`src/rtl/mem_bus_arbiter_if.sv`:
```
// Shared data-memory bus handshake between pipeline/DMA side and arbiter.
// master drives the requests, slave (the arbiter) drives grant/stall.
interface mem_bus_arbiter_if #(
  parameter int CNT_W = 16
);
  logic             hrq;
  logic             cpu_mem_busy;
  logic             hlda;
  logic             stall;
  logic             bus_sel;
  logic [CNT_W-1:0] dma_cycles;
  logic [1:0]       arb_state;

  modport master (
    output hrq, cpu_mem_busy,
    input  hlda, stall, bus_sel,
    input  dma_cycles, arb_state
  );

  modport slave (
    input  hrq, cpu_mem_busy,
    output hlda, stall, bus_sel,
    output dma_cycles, arb_state
  );
endinterface

```
`src/rtl/mem_bus_arbiter.sv`:
```
// Data-memory bus arbiter: MIPS MEM stage vs 8237 DMA (HRQ/HLDA).
// Freezes the pipeline, drains, grants, then enforces a CPU window.
module mem_bus_arbiter #(
  parameter int DRAIN_CYCLES = 2,
  parameter int CPU_WINDOW   = 4,
  parameter int CNT_W        = 16
) (
  input logic clk,
  input logic rst_n,
  mem_bus_arbiter_if.slave bus
);
  localparam int DW =
    DRAIN_CYCLES > 0 ? $clog2(DRAIN_CYCLES + 1) : 1;
  localparam int WW =
    CPU_WINDOW > 0 ? $clog2(CPU_WINDOW + 1) : 1;

  typedef enum logic [1:0] {
    CPU_OWN = 2'd0,
    DRAIN   = 2'd1,
    GRANT   = 2'd2,
    RELEASE = 2'd3
  } state_t;

  state_t           state_q;
  state_t           state_d;
  logic [DW-1:0]    drain_q;
  logic [WW-1:0]    win_q;
  logic [CNT_W-1:0] dma_q;
  logic             hlda;
  logic             stall;
  logic             sel;

  always_ff @(posedge clk) begin
    if (!rst_n) begin
      state_q <= CPU_OWN;
      drain_q <= '0;
      win_q   <= '0;
      dma_q   <= '0;
    end else begin
      state_q <= state_d;
      unique case (state_q)
        CPU_OWN: begin
          if (win_q != '0)
            win_q <= win_q - 1'b1;
          if (state_d == DRAIN)
            drain_q <= DW'(DRAIN_CYCLES);
        end
        DRAIN: begin
          if (drain_q != '0)
            drain_q <= drain_q - 1'b1;
          if (state_d == GRANT)
            dma_q <= '0;
        end
        GRANT: begin
          // count only cycles the DMA still holds the request
          if (bus.hrq && dma_q != '1)
            dma_q <= dma_q + 1'b1;
        end
        RELEASE: win_q <= WW'(CPU_WINDOW);
      endcase
    end
  end

  always_comb begin
    state_d = state_q;
    unique case (state_q)
      CPU_OWN:
        if (bus.hrq && win_q == '0)
          state_d = DRAIN;
      DRAIN:
        if (!bus.hrq)
          state_d = RELEASE;
        else if (drain_q == '0 && !bus.cpu_mem_busy)
          state_d = GRANT;
      GRANT:
        if (!bus.hrq)
          state_d = RELEASE;
      RELEASE: state_d = CPU_OWN;
    endcase
  end

  always_comb begin
    stall = 1'b1;
    hlda  = 1'b0;
    sel   = 1'b0;
    unique case (state_q)
      CPU_OWN: stall = 1'b0;
      GRANT: begin
        hlda = 1'b1;
        sel  = 1'b1;
      end
      default: ;
    endcase
  end

  assign bus.hlda       = hlda;
  assign bus.stall      = stall;
  assign bus.bus_sel    = sel;
  assign bus.dma_cycles = dma_q;
  assign bus.arb_state  = state_q;
endmodule

```
`src/flat_wrapper.sv`:
```
// flat-port wrapper written by rule: the top's interface ports become plain ports
module mem_bus_arbiter_flat 
#(
  parameter int DRAIN_CYCLES = 2,
  parameter int CPU_WINDOW   = 4,
  parameter int CNT_W        = 16
)
  (clk, rst_n, bus_hrq, bus_cpu_mem_busy, bus_hlda, bus_stall, bus_bus_sel, bus_dma_cycles, bus_arb_state);
  mem_bus_arbiter_if #(.CNT_W(CNT_W)) bus_i ();
  input logic clk;
  input logic rst_n;
  input wire logic [$bits(bus_i.hrq)-1:0] bus_hrq;
  input wire logic [$bits(bus_i.cpu_mem_busy)-1:0] bus_cpu_mem_busy;
  output wire logic [$bits(bus_i.hlda)-1:0] bus_hlda;
  output wire logic [$bits(bus_i.stall)-1:0] bus_stall;
  output wire logic [$bits(bus_i.bus_sel)-1:0] bus_bus_sel;
  output wire logic [$bits(bus_i.dma_cycles)-1:0] bus_dma_cycles;
  output wire logic [$bits(bus_i.arb_state)-1:0] bus_arb_state;
  assign bus_i.hrq = bus_hrq;
  assign bus_i.cpu_mem_busy = bus_cpu_mem_busy;
  assign bus_hlda = bus_i.hlda;
  assign bus_stall = bus_i.stall;
  assign bus_bus_sel = bus_i.bus_sel;
  assign bus_dma_cycles = bus_i.dma_cycles;
  assign bus_arb_state = bus_i.arb_state;
  mem_bus_arbiter #(.DRAIN_CYCLES(DRAIN_CYCLES), .CPU_WINDOW(CPU_WINDOW), .CNT_W(CNT_W)) u_core (.clk(clk), .rst_n(rst_n), .bus(bus_i));
endmodule
```
`config.mk`:
```
export PLATFORM = sky130hd
export DESIGN_NAME = mem_bus_arbiter_flat
export DESIGN_NICKNAME = d
export VERILOG_FILES = /design/src/rtl/mem_bus_arbiter_if.sv /design/src/rtl/mem_bus_arbiter.sv /design/src/flat_wrapper.sv
export SDC_FILE = /design/constraint.sdc
export NUM_CORES = 1
export LEC_CHECK = 0
export CORE_ASPECT_RATIO = 0.6
export CORE_UTILIZATION = 30
export CTS_CLUSTER_DIAMETER = 60
export CTS_CLUSTER_SIZE = 30
export DETAILED_ROUTE_END_ITERATION = 10
export HOLD_SLACK_MARGIN = 0.12
export PLACE_DENSITY = 0.53
export SKIP_CTS_REPAIR_TIMING = 1
export SYNTH_ARGS = -nofsm -noshare
export SYNTH_HDL_FRONTEND = slang
export SYNTH_SLANG_ARGS = --single-unit
```
`constraint.sdc`:
```
create_clock -name clk -period 1.95 [get_ports clk]
set_input_delay 0.585 -clock clk [delete_from_list [all_inputs] [get_ports clk]]
set_output_delay 0.585 -clock clk [all_outputs]
set_load 0.02 [all_outputs]
```
Word level (Yosys, flattened, before mapping)

Cells that the tools add are included.

Input port bits: 4
Register bits: 23
Output and inout port bits: 21

Multiplexer cells: 15
Add/sub/neg operators: 3
Reduce and logical (&&, ||, !) cells: 15
Eq/ne operators: 11

Operators with widths:

| kind                  | number |
|---|---|
| $mux 16               | 2 |
| $pmux 16 s2           | 1 |
| $add 16x1->16 const B | 1 |
| $ne 16x16->1 const B  | 1 |
| $mux 2                | 6 |
| $ne 2x1->1 const B    | 5 |
| $pmux 2 s4            | 1 |
| $reduce_bool 2->1     | 4 |
| $eq 2x2->1 const B    | 3 |
| $pmux 3 s2            | 1 |
| $reduce_and 3->1      | 2 |
| $eq 2x1->1 const B    | 2 |
| $logic_not 2->1       | 2 |
| $pmux 2 s2            | 1 |
| $logic_and 1x1->1     | 3 |
| $logic_not 3->1       | 1 |
| $mux 3                | 1 |
| $reduce_bool 3->1     | 1 |
| $sub 3x1->3 const B   | 1 |
| $mux 1                | 2 |
| $reduce_and 2->1      | 1 |
| $sub 2x1->2 const B   | 1 |
| $logic_not 1->1       | 1 |

Depth between registers and ports, before layout

Word-level depth: 8
Depth in mapped cells: 9
Mapped depth without buffers: 8

Least setup slack after synthesis

OpenSTA, ideal clock, no wires.

Kind: flip-flop to flip-flop
From: reg u_core.state_q[0], in the netlist u_core.bus.arb_state[0]
To: reg u_core.dma_q[11], in the netlist u_core.bus.dma_cycles[11]
Arrival time: 2.081 ns
Required time: 1.874 ns
Path buffers: 1
Slack: -0.207 ns
Stages on the path, launching flop included: 9
Path through: dfxtp_1 > inv_1 > ha_1 > inv_1 > o311ai_1 > a41oi_1 > buf_2 > a21oi_1 > o22ai_2

Cells in the longest elaborated chain, start to end: 6
Elaborated cells between the ends (all ways): 15
Classes of those cells: eq/ne: 6; mux: 6; reduce/logical: 3

RTL lines:

| item                       | line                  | text |
|---|---|---|
| start, declared            | mem_bus_arbiter.sv:24 | `state_t state_q;` |
| start signal, assigned     | mem_bus_arbiter.sv:40 | `state_q <= state_d;` |
| $mux 2                     | mem_bus_arbiter.sv:73 | `else if (drain_q == '0 && !bus.cpu_mem_busy)` |
| $mux 2                     | mem_bus_arbiter.sv:71 | `if (!bus.hrq)` |
| $pmux 2 s4                 | mem_bus_arbiter.sv:66 | `unique case (state_q)` |
| $eq 2x2->1                 | mem_bus_arbiter.sv:51 | `if (state_d == GRANT)` |
| $ne 2x1->1 (no line)       | --                    |  |
| $reduce_and 3->1 (no line) | --                    |  |
| end signal, assigned       | mem_bus_arbiter.sv:57 | `dma_q <= dma_q + 1'b1;` |
| end, declared              | mem_bus_arbiter.sv:28 | `logic [CNT_W-1:0] dma_q;` |

Parallel ways exist; a longest one is shown, timed or not.
A chain may end at the register's enable or synchronous reset.

Final worst setup path

From: reg u_core.state_q[0], in the netlist u_core.bus.arb_state[0]
To: reg u_core.dma_q[1], in the netlist u_core.bus.dma_cycles[1]

Same word-level chain as after synthesis.

==> flow_metrics.py <==
metrics = {
    "final_layout": {
        "layout_common_cells": "40 x buf_4, 23 x nand2_1, 19 x dlymetal6s2s_1, 19 x dfxtp_1",
        "antenna_cells": 0,
        "drive_gt1_share_pct": 38.0,
        "fill_cells": 445,
        "area_growth_pct": 64.8,
        "fin_nets": 268,
        "final_common_cell": "buf_4",
    },
    "placement": {
        "io_buffers": 24,
        "gp_congestion": 0.812,
        "place_ws_ns": -0.583,
        "hpwlAfterDp_um": 3390,
    },
    "synthesis": {
        "syn_area_mm2": 0.00148,
        "ys_seq_area_share_pct": 31.1,
        "synth_top_area_share_pct": 31.1,
        "synth_nets": 200,
        "yosysTopAreaCell": "dfxtp_1",
        "synthTopCellsByArea": "dfxtp_1 31%, ha_1 6.8%, nand2_1 6.3%, a21oi_1 5.4%, nor2_1 4.1%",
        "synth_edf_count": 0,
        "ys_warn_count": 0,
        "synth.avg_cell_area_um2": 7.89,
        "ys_types": 48,
        "synth-seq-cells": 23,
        "async_reset_ff_share_pct": 0,
        "syn_inst": 188,
        "ys.flop_type": "dfxtp_1",
    },
    "route": {
        "route.detailed.drc": 0,
        "drt-initial-drc-count": 117,
        "vias_per_cell": 5.06,
        "wl_per_cell_um": 15.2,
        "totalWireLength_um": 4820,
        "dr.pass1.iters": 4,
        "drtAntennaViolNets": 0,
        "vias": 1608,
    },
    "sta": {
        "setup_ws_ns": -0.0745,
        "rsz0062_at_grt": "yes",
        "setup_viol": 14,
        "slew_viol_final": 0,
        "period_share_pct": 104,
        "skew_ns": 0.00830,
        "worstMarginPinSlew_ns": 0.396,
        "layout_min_cycle_time_ns": 2.02,
        "hold_violations": 0,
        "timing.fmax_ghz": 0.494,
        "slew_headroom_pct": 73.5,
    },
    "die": {
        "start_util_pct": 31.8,
        "die-width_um": 92.8,
        "floorplan.die_area_mm2": 0.00524,
        "core_area_mm2": 0.00466,
        "die_y_um": 56.5,
        "io-pin-count": 25,
        "rows": 19,
    },
    "outcome": {
        "violations": "negative setup slack",
        "status": "complete, but fails checks",
    },
    "grt": {
        "first_global_vias": 1386,
        "grt_max_degree": 15,
        "grt_antenna_before_repair": 0,
        "grtUsageTotal_pct": 17.5,
        "grt_remaining_overflow": 0,
        "grt_pass1_wl_um": 7020,
    },
    "setup_path": {
        "arrival_ns": 2.19,
        "start_kind": "flop",
        "critical_path.max_fanout": 4,
        "endpoint_kind": "flop",
        "critPathKind": "flop to flop",
        "critPathRequiredTime_ns": 2.11,
    },
    "pwr": {
        "p_leak_nw": 1.28,
        "vdd_drop_max_v": 0.000565,
        "finalPower_mw": 2.94,
        "p_per_area_mw_per_mm2": 1200,
    },
    "cts": {
        "root_buffer": "clkbuf_8",
        "cts_sinks": 23,
        "cts_tree": "yes",
        "clk_pin_slew_ns": 0.09,
        "cts_htree_levels": 1,
        "cts_buffers": 3,
        "worstSkewPairLatency_ns": 0.28,
        "clock_path_buffers": 2,
    },
    "min_path": {
        "holdCritPathClass": "flop to flop",
    },
    "run": {
        "max-cap-violations": 0,
    },
}
-- cells by family (layout without fill, tap and decap cells) --
| family | count (synthesis) | after routing | synth area share (%) |
|---|---|---|---|
| and+or+nand+nor | 84 | 84 | 30.5 |
| AOI/OAI and AO/OA | 52 | 52 | 24.6 |
| DFF | 23 | 23 | 31.1 |
| buffers and inverters | 19 | 86 | 5.74 |
| adders and majority gates | 8 | 8 | 6.75 |
| muxes | 2 | 2 | 1.35 |
-- synth_stat cells, drive strengths merged, types with 2 or more instances --
master	count
a211oi	2
a21oi	17
a31oi	2
a41oi	2
and2	3
and3	4
buf	4
clkbuf	5
dfxtp	23
ha	8
inv	10
mux2i	2
nand2	25
nand2b	4
nand3	6
nand4	7
nand4b	4
nor2	17
nor2b	5
nor3	2
o211ai	3
o21a	2
o21ai	5
o221a	2
o22ai	9
or2	2
or3b	2
-- routing by layer --
layer | track usage [%] | share of wire [%] | vias to the layer above
met5 | 0 | 0 | -
met4 | 2.64 | 0.50 | 0
met3 | 3.25 | 7.6 | 2
met2 | 22.0 | 39 | 49
met1 | 29.6 | 53 | 737
li1 | - | - | 820
-- worst max-delay path, cell delays in order (launching register included) --
cell and delay [ns]:
dfxtp_4 0.38, inv_4 0.07, buf_6 0.10, ha_4 0.16, nor2_4 0.04, a31oi_1 0.20, o22a_1 0.27, a41o_1 0.29
buf_6 0.14, o21a_1 0.17, o22ai_2 0.09
-- final timing paths --
path,from,endpoint,slack [ns],depth (start not counted)
min reg2reg,u_core.drain_q[1],u_core.drain_q[1],0.46,2
min,u_core.drain_q[1],u_core.drain_q[1],0.46,2
max,u_core.bus.arb_state[0],u_core.bus.dma_cycles[1],-0.07,10
max reg2reg,u_core.bus.arb_state[0],u_core.bus.dma_cycles[1],-0.07,10
-- state kept, by name (all words and copies together) (netlist names) --
register / count
u_core.bus.arb_state: 2
u_core.win_q: 3
u_core.drain_q: 2
u_core.bus.dma_cycles: 16
-- metrics by stage --
step                      cells  hold WS, ns  instance area (µm²)  setup TNS [ns]  util [%]
after global routing        318        0.491                 2440           -2.13      52.4
after detailed placement    310        0.454                 2100           -9.15      45.2
after global placement      310        0.452                 2100           -8.62      45.2
after CTS                   314        0.468                 2150           -4.95      46.1
after floorplan             188        0.438                 1500               0         -
final                       318        0.464                 2440          -0.493      52.4
-- cell type report --
class	count	area (µm²)	area share [%]
inverters	10	40.0	1.64
multi-input cells	146	1130	46.1
clock buffers	4	45.0	1.84
well taps	63	78.8	3.23
flip-flops and latches	23	470	19.3
repair buffers	72	682	27.9
-- report_power, final --
group          total (mW)  leakage [nW]  switching [mW]  internal [mW]
clock network       0.320        0.0228           0.173          0.147
logic                2.03          1.07            1.04          0.994
registers           0.595         0.189          0.0558          0.539
Power figures use the tool's default switching activity.
